### src/rtl/pcie_tx_arbiter.sv
// Round-robin, packet-atomic arbiter that shares the PCIe core AXI4-Stream TX port among NUM_REQ TLP sources.
// Optional build macro PCIE_TX_ARB_STATS_EN adds per-source completed-TLP counters on pkt_cnt.
module pcie_tx_arbiter #(
    parameter int C_DATA_WIDTH = 64,
    parameter int KEEP_WIDTH   = C_DATA_WIDTH / 8,
    parameter int NUM_REQ      = 2
) (
    input  logic                            user_clk,
    input  logic                            user_reset,
    input  logic                            user_lnk_up,
    input  logic [NUM_REQ-1:0]              src_req,
    output logic [NUM_REQ-1:0]              src_ack,
    input  logic [NUM_REQ*C_DATA_WIDTH-1:0] src_tdata,
    input  logic [NUM_REQ*KEEP_WIDTH-1:0]   src_tkeep,
    input  logic [NUM_REQ*4-1:0]            src_tuser,
    input  logic [NUM_REQ-1:0]              src_tlast,
    input  logic [NUM_REQ-1:0]              src_tvalid,
    output logic [NUM_REQ-1:0]              src_tready,
    input  logic                            s_axis_tx_tready,
    output logic [C_DATA_WIDTH-1:0]         s_axis_tx_tdata,
    output logic [KEEP_WIDTH-1:0]           s_axis_tx_tkeep,
    output logic [3:0]                      s_axis_tx_tuser,
    output logic                            s_axis_tx_tlast,
    output logic                            s_axis_tx_tvalid,
    output logic [NUM_REQ*32-1:0]           pkt_cnt
);
    localparam int IDX_W = $clog2(NUM_REQ);

    typedef enum logic {IDLE, XFER} state_t;

    state_t             state_q, state_d;
    logic [IDX_W-1:0]   grant_q, grant_d;
    logic [IDX_W-1:0]   rr_ptr_q, rr_ptr_d;
    logic [NUM_REQ-1:0] ack_q, ack_d;
    logic [IDX_W-1:0]   winner, cand;
    logic               found;
    logic               last_beat;

    // Round-robin scan: first requester at or after rr_ptr, wrapping.
    always_comb begin
        // NOTE: every variable gets a default before any branch, otherwise a latch is inferred.
        found  = 1'b0;
        winner = '0;
        cand   = '0;
        for (int i = 0; i < NUM_REQ; i++) begin
            cand = IDX_W'((int'(rr_ptr_q) + i) % NUM_REQ);
            if (!found && src_req[cand]) begin
                found  = 1'b1;
                winner = cand;
            end
        end
    end

    assign last_beat = (state_q == XFER) && s_axis_tx_tvalid && s_axis_tx_tready && s_axis_tx_tlast;

    always_ff @(posedge user_clk) begin
        // NOTE: state registers use non-blocking assignments so every flop samples pre-edge values.
        if (user_reset) begin
            state_q  <= IDLE;
            grant_q  <= '0;
            rr_ptr_q <= '0;
            ack_q    <= '0;
        end else begin
            state_q  <= state_d;
            grant_q  <= grant_d;
            rr_ptr_q <= rr_ptr_d;
            ack_q    <= ack_d;
        end
    end

    always_comb begin
        state_d  = state_q;
        grant_d  = grant_q;
        rr_ptr_d = rr_ptr_q;
        ack_d    = ack_q;
        unique case (state_q)
            IDLE: begin
                if (user_lnk_up && found) begin
                    state_d        = XFER;
                    grant_d        = winner;
                    ack_d          = '0;
                    ack_d[winner]  = 1'b1;
                end
            end
            XFER: begin
                // Grant is held until the granted source's last beat, regardless of req or link.
                if (last_beat) begin
                    state_d  = IDLE;
                    ack_d    = '0;
                    rr_ptr_d = (grant_q == IDX_W'(NUM_REQ - 1)) ? '0 : grant_q + 1'b1;
                end
            end
            default: state_d = IDLE;
        endcase
    end

    always_comb begin
        s_axis_tx_tvalid = 1'b0;
        s_axis_tx_tdata  = '0;
        s_axis_tx_tkeep  = '0;
        s_axis_tx_tuser  = '0;
        s_axis_tx_tlast  = 1'b0;
        src_tready       = '0;
        if (state_q == XFER) begin
            s_axis_tx_tvalid    = src_tvalid[grant_q];
            s_axis_tx_tdata     = src_tdata[int'(grant_q)*C_DATA_WIDTH +: C_DATA_WIDTH];
            s_axis_tx_tkeep     = src_tkeep[int'(grant_q)*KEEP_WIDTH +: KEEP_WIDTH];
            s_axis_tx_tuser     = src_tuser[int'(grant_q)*4 +: 4];
            s_axis_tx_tlast     = src_tlast[grant_q];
            src_tready[grant_q] = s_axis_tx_tready;
        end
    end

    assign src_ack = ack_q;

`ifdef PCIE_TX_ARB_STATS_EN
    logic [NUM_REQ-1:0][31:0] pkt_cnt_q, pkt_cnt_d;

    always_comb begin
        pkt_cnt_d = pkt_cnt_q;
        if (last_beat) begin
            pkt_cnt_d[grant_q] = pkt_cnt_q[grant_q] + 32'd1;
        end
    end

    always_ff @(posedge user_clk) begin
        if (user_reset) begin
            pkt_cnt_q <= '0;
        end else begin
            pkt_cnt_q <= pkt_cnt_d;
        end
    end

    assign pkt_cnt = pkt_cnt_q;
`else
    assign pkt_cnt = '0;
`endif

endmodule
### config.mk
export PLATFORM = sky130hd
export DESIGN_NAME = pcie_tx_arbiter
export DESIGN_NICKNAME = d
export VERILOG_FILES = /design/src/rtl/pcie_tx_arbiter.sv
export SDC_FILE = /design/constraint.sdc
export NUM_CORES = 1
export LEC_CHECK = 0
export BUFFER_PORTS_ARGS = -buffer_cell sky130_fd_sc_hd__buf_2
export CORE_AREA = 3 3 118 120
export CTS_CLUSTER_SIZE = 28
export DETAILED_ROUTE_END_ITERATION = 6
export DIE_AREA = 0 0 121 123
export SLEW_MARGIN = 20
export SYNTH_ARGS = -nofsm -noshare
export SYNTH_HDL_FRONTEND = slang
export SYNTH_SLANG_ARGS = --single-unit
### constraint.sdc
create_clock -name user_clk -period 2.25 [get_ports user_clk]
set_input_delay 0.225 -clock user_clk [delete_from_list [all_inputs] [get_ports user_clk]]
set_output_delay 0.225 -clock user_clk [all_outputs]
set_load 0.03 [all_outputs]
==> flow_metrics.py <==
metrics = {
    "timing": {
        "slew_viol_final": 0,
        "max_freq_mhz": 534,
        "hold_violations": 0,
        "min_period_ns": 1.87,
        "setup_viol": 0,
        "skew_ns": 0.000874,
        "post-route-period-util_pct": 83.3,
        "worst_pin_slew_ns": 0.673,
        "max_slew_margin_pct": 55.1,
        "tns_ns": 0,
        "rsz0062_at_grt": "false",
    },
    "global_routing": {
        "grt_use_total_pct": 7.85,
        "antenna_found_initial": 0,
        "grt_use_met2_pct": 14.7,
        "overflow": 0,
        "grt_max_degree": 47,
        "use_met1_pct": 9.34,
        "grt_pass1_vias": 2138,
        "gr-max-usage-layer": "met2",
        "grt_pass1_wl_um": 9760,
        "use_met3_pct": 2.38,
    },
    "final_layout": {
        "area_growth_pct": 60.2,
        "nets": 662,
        "insertedDiodeCount": 0,
        "drive_above_1_share_pct": 50.9,
    },
    "synth": {
        "synth.area.top_cells": "mux2i_1 (38%), nor2b_1 (24%), buf_4 (23%), dfxtp_1 (4.8%), buf_2 (1.9%)",
        "postSynthAreaPerCell_um2": 7.83,
        "netlist_area_um2": 2080,
        "yosysTopAreaCellShare_pct": 37.5,
        "synth_edf_count": 0,
        "yosys.cell_types.count": 22,
        "ys_seq_area_share_pct": 4.81,
        "synth-seq-cells": 5,
        "yosys-top-cells-count": "nor2b_1 (79), mux2i_1 (78), buf_4 (64)",
        "yosys_warnings": 0,
        "synth_area_leader_cell": "mux2i_1",
        "synth_ff_type": "dfxtp_1",
        "synthArstFlopShare_pct": 0,
        "synth.most_common_cell": "nor2b_1",
        "synthCells": 266,
    },
    "power": {
        "p_leak_nw": 1.79,
        "p_total_w": 0.00127,
        "p_per_area_nw_per_um2": 382,
        "peakVddDrop_v": 0.000255,
    },
    "drt": {
        "drt_iter0_drc": 27,
        "vias_per_cell": 3.61,
        "drc": 0,
        "routedWlPerCell_um": 10.6,
        "antenna_left": 0,
        "wl_um": 7130,
        "vias": 2439,
        "dr.pass1.iters": 6,
    },
    "floorplanning": {
        "core_area_um2": 13100,
        "ios": 308,
        "die_h_um": 123,
        "initial_utilization_pct": 15.9,
        "dieArea_um2": 14900,
        "rows": 42,
        "dieWidth_um": 121,
    },
    "worst_setup_path": {
        "path_cells": "buf_4, nor2b_1, buf_2",
        "crit_buf_inv": 2,
        "cp_top_family": "flip-flops",
        "worstSetupStartpointType": "register",
        "worst_ep_required_time_ns": 2.03,
        "slowest_delay_ns": 0.75,
        "crit_path_end_kind": "primary output",
        "arrival_ns": 1.65,
        "cp_slowest_cell": "dfxtp_2",
        "crit_fanout": 46,
        "crit_type": "register to primary output",
    },
    "clock_network": {
        "worstSkewPairLatency_ns": 0.22,
        "cts_resized": 0,
        "postCtsSetupBuffers": 0,
        "path_clk_slew_ns": 0.03,
        "cts_made_buffers": 3,
        "clockRootBuffer": "clkbuf_16",
        "clock-sinks": 5,
        "cts_buffer_depth": 2,
        "h-tree-depth": 1,
        "cts_hold_buf": 0,
        "cts_tree": "done",
    },
    "job": {
        "cap_viol_max_count": 0,
    },
    "place": {
        "port_buffers": 243,
        "gp_congestion": 0.760,
        "hpwlAfterDp_um": 6380,
    },
    "status": {
        "status": "complete, no violations",
    },
    "hold_path": {
        "hold_path.class": "input port to register",
    },
}
[where the power goes]
part           total, W  internal (W)  switching, W  leakage (nW)
clock          0.000289      0.000235     0.0000546        0.0382
sequential     0.000121     0.0000954     0.0000257        0.0420
combinational  0.000862      0.000312      0.000550          1.70
total           0.00127      0.000642      0.000630          1.79
[placed cells by master (no fill, tap or decap)]
cell type	instances
conb_1	64
a21oi_1	1
clkbuf_1	1
inv_1	2
o32ai_1	2
buf_2	243
nor2_1	3
and4bb_4	1
dfxtp_2	1
buf_4	3
dfxtp_4	1
nand2b_1	1
nor3_1	1
a2111o_1	1
nand2_1	4
nor2b_1	79
mux2_1	1
dfxtp_1	3
buf_12	2
mux2i_1	78
nand4b_1	1
and3_1	1
clkbuf_16	3
o2bb2ai_1	1
o31ai_1	1
[registers in the layout (all words and copies together), names as in the netlist]
| register | flops |
|---|---|
| grant_q | 1 |
| rr_ptr_q | 1 |
| src_ack | 2 |
| state_q | 1 |
[layer usage]
metal | vias to the layer above | share of wire [%]
li1 | 1219 | -
met1 | 1052 | 37
met2 | 168 | 50
met3 | 0 | 13
met4 | 0 | 0
met5 | - | 0
[stage by stage]
step                util, %  setup WS [ns]  cell area (um2)  hold WS [ns]  cells
finish                 25.5          0.376             3340         0.230    675
global route           25.5          0.148             3340         0.245    675
CTS                    25.5          0.311             3340         0.224    675
detailed placement     24.9          0.553             3260         0.456    671
global placement       24.9          0.593             3260         0.461    671
floorplan                 -          0.711             2320         0.294    329
[final cells by class]
cell class	instances	area, um2
Fill cell	1471	9750
Multi-Input combinational cell	240	1650
Timing Repair Buffer	248	1280
Tap cell	176	220
Sequential cell	5	105
Clock buffer	4	78.8
Inverter	2	7.51
[cell families (layout without fill, tap and decap cells)]
family	after synthesis	count (layout)	share of synthesized area, %
and+or+nand+nor	91	91	27.0
other	1	64	0.180
AOI/OAI and AO/OA	6	6	2.40
muxes	79	79	38.0
buffers and inverters	84	254	27.5
DFF	5	5	4.81
[final timing paths]
| path | cells past startpoint | startpoint | endpoint | slack (ns) |
|---|---|---|---|---|
| setup / recovery | 3 | state_q | s_axis_tx_tdata[26] | 0.38 |
| hold / removal | 2 | user_reset | grant_q | 0.23 |
| setup reg to reg | 2 | state_q | rr_ptr_q | 0.69 |
| hold reg to reg | 2 | src_ack[1] | src_ack[1] | 0.47 |
No activity file was read; power rests on OpenSTA's default activity.
